[src/rtl/mem_bus_decoder.sv]
// Purpose : address-window decoder and response mux for the picorv32 native bus;
//           routes each request to one slave and answers unmapped or hung accesses
//           with ERR_RDATA. Errors are sticky until err_clear_i.
// Latency : mapped access 2 cycles minimum (+1 per slave wait cycle), unmapped 1 cycle,
//           timeout TIMEOUT_CYCLES+1 cycles after slv_valid_o rises.
// Backpressure: one transaction outstanding; new requests are ignored while busy and
//           during the mem_ready_o pulse.
// Ports   : clk/resetn (async active-low); mem_* master side; slv_* shared slave
//           side with one-hot slv_valid_o; err_clear_i, decode_err_o, timeout_err_o,
//           err_addr_o sticky error status; busy_o high outside IDLE.
// Option  : define BUS_DECODER_TIMEOUT_EN to build the WAIT timeout counter;
//           otherwise WAIT holds until the selected slave answers.
module mem_bus_decoder #(
   parameter int unsigned              NUM_SLAVES     = 8,
   parameter logic [NUM_SLAVES*32-1:0] BASE_ADDRS     = '0,
   parameter logic [NUM_SLAVES*32-1:0] ADDR_MASKS     = {NUM_SLAVES{32'hFF000000}},
   parameter int unsigned              TIMEOUT_CYCLES = 255,
   parameter logic [31:0]              ERR_RDATA      = 32'hDEADBEEF
) (
   input  logic                       clk,
   input  logic                       resetn,
   input  logic                       mem_valid_i,
   input  logic [31:0]                mem_addr_i,
   input  logic [31:0]                mem_wdata_i,
   input  logic [3:0]                 mem_wstrb_i,
   output logic                       mem_ready_o,
   output logic [31:0]                mem_rdata_o,
   output logic [NUM_SLAVES-1:0]      slv_valid_o,
   output logic [31:0]                slv_addr_o,
   output logic [31:0]                slv_wdata_o,
   output logic [3:0]                 slv_wstrb_o,
   input  logic [NUM_SLAVES-1:0]      slv_ready_i,
   input  logic [NUM_SLAVES*32-1:0]   slv_rdata_i,
   input  logic                       err_clear_i,
   output logic                       decode_err_o,
   output logic                       timeout_err_o,
   output logic [31:0]                err_addr_o,
   output logic                       busy_o
);

   localparam int SEL_W = (NUM_SLAVES > 1) ? $clog2(NUM_SLAVES) : 1;

   if (NUM_SLAVES < 1 || NUM_SLAVES > 16) begin : g_bad_num_slaves
      $error("mem_bus_decoder: NUM_SLAVES must be 1..16");
   end
   if (TIMEOUT_CYCLES < 1 || TIMEOUT_CYCLES > 65535) begin : g_bad_timeout
      $error("mem_bus_decoder: TIMEOUT_CYCLES must be 1..65535");
   end

   typedef enum logic [1:0] {IDLE, WAIT, RESP} state_t;

   state_t                 state;
   logic [SEL_W-1:0]       sel_q;
   logic [31:0]            resp_q;

   logic                   hit;
   logic [SEL_W-1:0]       hit_idx;
   logic [NUM_SLAVES-1:0]  hit_onehot;
   logic                   sel_ready;
   logic [31:0]            sel_rdata;

   // Scan from the top so the lowest matching slot is the last assignment.
   always_comb begin
      hit     = 1'b0;
      hit_idx = '0;
      for (int i = int'(NUM_SLAVES) - 1; i >= 0; i--) begin
         if ((mem_addr_i & ADDR_MASKS[i*32 +: 32]) ==
             (BASE_ADDRS[i*32 +: 32] & ADDR_MASKS[i*32 +: 32])) begin
            hit     = 1'b1;
            hit_idx = SEL_W'(i);
         end
      end
   end

   assign hit_onehot = NUM_SLAVES'(1) << hit_idx;

   // Only the latched slot is listened to; other slaves' ready is ignored.
   always_comb begin
      sel_ready = 1'b0;
      sel_rdata = '0;
      for (int i = 0; i < int'(NUM_SLAVES); i++) begin
         if (sel_q == SEL_W'(i)) begin
            sel_ready = slv_ready_i[i];
            sel_rdata = slv_rdata_i[i*32 +: 32];
         end
      end
   end

`ifdef BUS_DECODER_TIMEOUT_EN
   logic [15:0] wait_cnt;
   logic        timeout_hit;
   assign timeout_hit = (wait_cnt == 16'(TIMEOUT_CYCLES - 1));
`else
   assign timeout_err_o = 1'b0;
`endif

   always_ff @(posedge clk or negedge resetn) begin
      if (!resetn) begin
         state        <= IDLE;
         sel_q        <= '0;
         resp_q       <= '0;
         mem_ready_o  <= 1'b0;
         mem_rdata_o  <= '0;
         slv_valid_o  <= '0;
         slv_addr_o   <= '0;
         slv_wdata_o  <= '0;
         slv_wstrb_o  <= '0;
         decode_err_o <= 1'b0;
         err_addr_o   <= '0;
         busy_o       <= 1'b0;
`ifdef BUS_DECODER_TIMEOUT_EN
         wait_cnt      <= '0;
         timeout_err_o <= 1'b0;
`endif
      end else begin
         mem_ready_o <= 1'b0;
         mem_rdata_o <= '0;

         // Clear first so an error raised in this same cycle overrides it.
         if (err_clear_i) begin
            decode_err_o <= 1'b0;
            err_addr_o   <= '0;
`ifdef BUS_DECODER_TIMEOUT_EN
            timeout_err_o <= 1'b0;
`endif
         end

         case (state)
            IDLE: begin
               // mem_valid_i is still high during our ready pulse; do not re-accept it.
               if (mem_valid_i && !mem_ready_o) begin
                  busy_o <= 1'b1;
                  if (hit) begin
                     slv_addr_o  <= mem_addr_i;
                     slv_wdata_o <= mem_wdata_i;
                     slv_wstrb_o <= mem_wstrb_i;
                     sel_q       <= hit_idx;
                     slv_valid_o <= hit_onehot;
                     state       <= WAIT;
                  end else begin
                     decode_err_o <= 1'b1;
                     err_addr_o   <= mem_addr_i;
                     resp_q       <= ERR_RDATA;
                     state        <= RESP;
                  end
               end
            end
            WAIT: begin
               if (sel_ready) begin
                  resp_q      <= (slv_wstrb_o == 4'd0) ? sel_rdata : 32'd0;
                  slv_valid_o <= '0;
                  state       <= RESP;
               end
`ifdef BUS_DECODER_TIMEOUT_EN
               else if (timeout_hit) begin
                  slv_valid_o   <= '0;
                  timeout_err_o <= 1'b1;
                  err_addr_o    <= slv_addr_o;
                  resp_q        <= ERR_RDATA;
                  state         <= RESP;
               end else begin
                  wait_cnt <= wait_cnt + 16'd1;
               end
`endif
            end
            RESP: begin
               mem_ready_o <= 1'b1;
               mem_rdata_o <= resp_q;
               busy_o      <= 1'b0;
               state       <= IDLE;
`ifdef BUS_DECODER_TIMEOUT_EN
               wait_cnt    <= '0;
`endif
            end
            default: state <= IDLE;
         endcase
      end
   end

endmodule

[config.mk]
export PLATFORM = sky130hd
export DESIGN_NAME = mem_bus_decoder
export DESIGN_NICKNAME = d
export VERILOG_FILES = /design/src/rtl/mem_bus_decoder.sv
export SDC_FILE = /design/constraint.sdc
export NUM_CORES = 1
export LEC_CHECK = 0
export CAP_MARGIN = 20
export CORE_AREA = 2 2 189 191
export DETAILED_ROUTE_END_ITERATION = 7
export DIE_AREA = 0 0 191 193
export GPL_TIMING_DRIVEN = 1
export SLEW_MARGIN = 20
export SYNTH_ARGS = -nofsm -noshare
export SYNTH_HDL_FRONTEND = slang
export SYNTH_SLANG_ARGS = --single-unit
[constraint.sdc]
create_clock -name clk -period 2.8 [get_ports clk]
set_input_delay 0.56 -clock clk [delete_from_list [all_inputs] [get_ports clk]]
set_output_delay 0.56 -clock clk [all_outputs]
set_load 0.02 [all_outputs]
==> results of run 1 <==
logic make-up after synthesis:
| family | synth area share |
|---|---|
| AO/OA/AOI/OAI | 0.0640 |
| multiplexers | 0.176 |
| buffers and inverters | 0.0469 |
| flip-flops | 0.638 |
| other | 0.000563 |
| AND/OR/NAND/NOR | 0.0745 |
power by group through the flow:
stage | Combinational, uW | Sequential [uW] | Clock [uW]
final | 982 | 2650 | 2300
after global routing | 1050 | 2670 | 2510
after CTS | 1000 | 2650 | 2410
after detailed placement | 999 | 2700 | 0
after global placement | 995 | 2700 | 0
after floorplan | 237 | 2860 | 0
routing by layer:
| layer | global-route usage | part of all wire | up-vias |
|---|---|---|---|
| met2 | 0.183 | 0.47 | 173 |
| met4 | 0.0304 | 0.010 | 4 |
| met5 | 0 | 0.0015 | - |
| li1 | - | - | 2038 |
| met3 | 0.0586 | 0.10 | 21 |
| met1 | 0.131 | 0.41 | 2217 |
cell usage after synthesis (all sizes together) (2+ instances only):
cell / count
and2: 41
a21oi: 49
a22o: 8
dfrtp: 170
nand2b: 2
inv: 28
clkbuf: 14
o21ai: 3
a32o: 8
mux2: 84
nor2: 2
buf: 19
or4: 3
nor2b: 25
worst paths after layout:
path	from	to	slack, ns	cells after the start
hold reg to reg	resp_q[21]$_DFFE_PN0P_	mem_rdata_o[21]$_DFF_PN0_	0.48	1
setup reg to reg	state[0]$_DFFE_PN0P_	slv_addr_o[16]$_DFFE_PN0P_	0.70	4
min in group clk	resp_q[21]$_DFFE_PN0P_	mem_rdata_o[21]$_DFF_PN0_	0.48	1
max in group asynchronous	resetn	err_addr_o[25]$_DFF_PN0_	1.92	2
hold / removal	resetn	slv_addr_o[28]$_DFFE_PN0P_	0.1	1
setup / recovery	mem_addr_i[29]	slv_addr_o[16]$_DFFE_PN0P_	0.41	5
per-stage QoR:
step           cells  total power, uW  TNS, ns  setup slack, ns   util
3_5_place_dp    1153             3700    -3.19          -0.0611  0.277
6_report        1186             5940        0            0.413  0.293
2_1_floorplan    470             3100        0            0.507      -
3_3_place_gp    1153             3690    -3.25          -0.0610  0.277
5_1_grt         1185             6230        0            0.411  0.293
4_1_cts         1185             6070        0            0.413  0.293
layout make-up:
class | instances | area share
sequential | 170 | 0.415
timing repair buffer | 255 | 0.252
multi-input combinational | 239 | 0.211
tap | 461 | 0.0563
clock buffer | 18 | 0.0419
clock inverter | 14 | 0.0125
inverter | 28 | 0.0103
antenna | 1 | 0.000244
flip-flops by register name, indices dropped and copies added, names as in the netlist:
register      count
err_addr_o       32
mem_rdata_o      32
resp_q           32
slv_addr_o       32
slv_wdata_o      32
slv_wstrb_o       4
state             2
busy_o            1
decode_err_o      1
mem_ready_o       1
slv_valid_o       1
worst max-delay path, stage by stage:
cell and delay [ns]:
sky130_fd_sc_hd__clkdlybuf4s50_1 0.45, sky130_fd_sc_hd__or4_4 0.57, sky130_fd_sc_hd__or4_4 0.54, sky130_fd_sc_hd__buf_12 0.23, sky130_fd_sc_hd__mux2_4 0.33
==> flow_summary_export.csv, run 1 <==
group,metric,value,unit
floorplan,die_footprint,36900,um^2
clock_network,cts.htree.levels,4,
pwr,p_sw_frac,0.280,
global_route,grt_pass1_wl,30000,um
global_route,gr-usage-all-layers,0.113,
worst_setup_path,setup.worst_path.start_class,"primary input",
pwr,net-switching-power,1660,uW
logic_synthesis,synth_cell_type_count,26,
drt,wire_per_inst,17.3,um
sta,slew_viol_final,0,
floorplan,die_height,193,um
logic_synthesis,synth_warnings,0,
final_layout,final_cell_area,10200,um^2
logic_synthesis,synth_cells,463,
clock_network,cts_root_buf,"sky130_fd_sc_hd__clkbuf_16",
worst_setup_path,worst_ep_arrival_time,2.70,ns
worst_setup_path,cp.required,3.12,ns
drt,ant_nets,0,
global_route,global_route.overflow_total,0,
drt,drc_violation_count_after_routing,0,
clock_network,number_of_clock_buffers_inserted_by_tritoncts,17,
final_layout,num-fill-cells,3604,
pwr,power-per-cell-area,580,nW/um^2
pwr,vdd_ir_drop_max,0.418,mV
sta,slew_headroom,0.584,
sta,finalSetupViolCount,0,
logic_synthesis,post_synth.cell_area_avg,14.4,um^2
floorplan,core_area,35000,um^2
placed_design,buffer_ports.inserted,240,
sta,fin_worst_hold_slack,0.0969,ns
global_route,antenna_found_initial,8,
clock_network,post_cts.resized_instances,0,
drt,vias,4453,
logic_synthesis,synth.top_cell.area_share,0.638,
run,max_cap_violations,0,
sta,final_period_demand_of_the_worst_path,2.39,ns
clock_network,postCtsSetupBuffers,0,
placed_design,place_area,9680,um^2
final_layout,most_common_cell_after_layout_fill_and_taps_aside,"sky130_fd_sc_hd__clkdlybuf4s50_1",
clock_network,clock_sinks,170,
logic_synthesis,postSynthRegisterBits,170,
sta,clock.fmax,0.419,GHz
floorplan,rows,69,
worst_setup_path,timing.setup.critical_path_class,"primary input to flip-flop",
placed_design,detailedPlacementHpwl,14500,um
pwr,power.clock.fraction,0.388,
global_route,grt_pass1_vias,4691,
final_layout,num-nets-final,1047,
final_layout,layout-drive-gt1-share,0.192,
sta,tightestPinTransition,0.623,ns
pwr,comb_power_share,0.165,
logic_synthesis,synth_largest_area_cell,"sky130_fd_sc_hd__dfrtp_1",
min_path,worstHoldPathType,"primary input to async pin",
drt,drtIter0Drc,160,
sta,fin_worst_skew,0.00995,ns
final_layout,mostFrequentLayoutCells,"sky130_fd_sc_hd__clkdlybuf4s50_1 (239), sky130_fd_sc_hd__dfrtp_1 (170), sky130_fd_sc_hd__mux2_4 (60)",
pwr,cell_internal_pwr,4270,uW
pwr,power.share.sequential,0.447,
clock_network,clk_latency,0.44,ns
drt,finalWirelength,20500,um
final_layout,layout.area.seq,4250,um^2
clock_network,cts_hold_repair.buffers,0,
floorplan,die_w,191,um
pwr,cellLeakagePower,0.00474,uW
worst_setup_path,cp-end-kind,"flip-flop",
global_route,grt_max_degree,65,
sta,finalHoldViolCount,0,
final_layout,multi_input_comb_area,2170,um^2
logic_synthesis,post_syn_area,6670,um^2
placed_design,gpl.final_weighted_congestion,0.734,
logic_synthesis,synth-edff-count,0,
drt,viasPerCell,3.75,
sta,post_route_clock_period_utilization,0.852,
run_status,result_of_the_run,"complete, no violations",
clock_network,tritoncts,"yes",
floorplan,floorplan.io_pins,480,
worst_setup_path,path_max_fanout,43,
logic_synthesis,ys_seq_area_frac,0.638,
logic_synthesis,asyncSetResetFlopFracSynth,1.00,
floorplan,floorplan.initialDensity,0.191,
drt,drt_pre_antenna_iters,4,
clock_network,cts_buffer_depth,2,
logic_synthesis,synthTopCellsByArea,"sky130_fd_sc_hd__dfrtp_1 (64%), sky130_fd_sc_hd__mux2_4 (14%), sky130_fd_sc_hd__mux2_2 (4.1%)",
final_layout,synthToLayoutAreaGrowth,53.7,%
logic_synthesis,synth_top_flop_cell,"sky130_fd_sc_hd__dfrtp_1",
clock_network,clock_transition_at_the_register_clock_pins_on_the_worst_setup_and_hold_paths_after_cts,0.07,ns
sta,setup_repair_after_global_routing_missed_its_margin,"false",
Note: power is estimated with default switching activity, not from simulation.
==> inputs of run 2 (changes only) <==
--- a/config.mk
+++ b/config.mk
@@ -10,6 +10,7 @@
 export DETAILED_ROUTE_END_ITERATION = 7
 export DIE_AREA = 0 0 191 193
 export GPL_TIMING_DRIVEN = 1
+export SETUP_SLACK_MARGIN = 0.15
 export SLEW_MARGIN = 20
 export SYNTH_ARGS = -nofsm -noshare
 export SYNTH_HDL_FRONTEND = slang
==> results of run 2 <==
The final DEF is identical to that of run 1; final timing and power are the same.
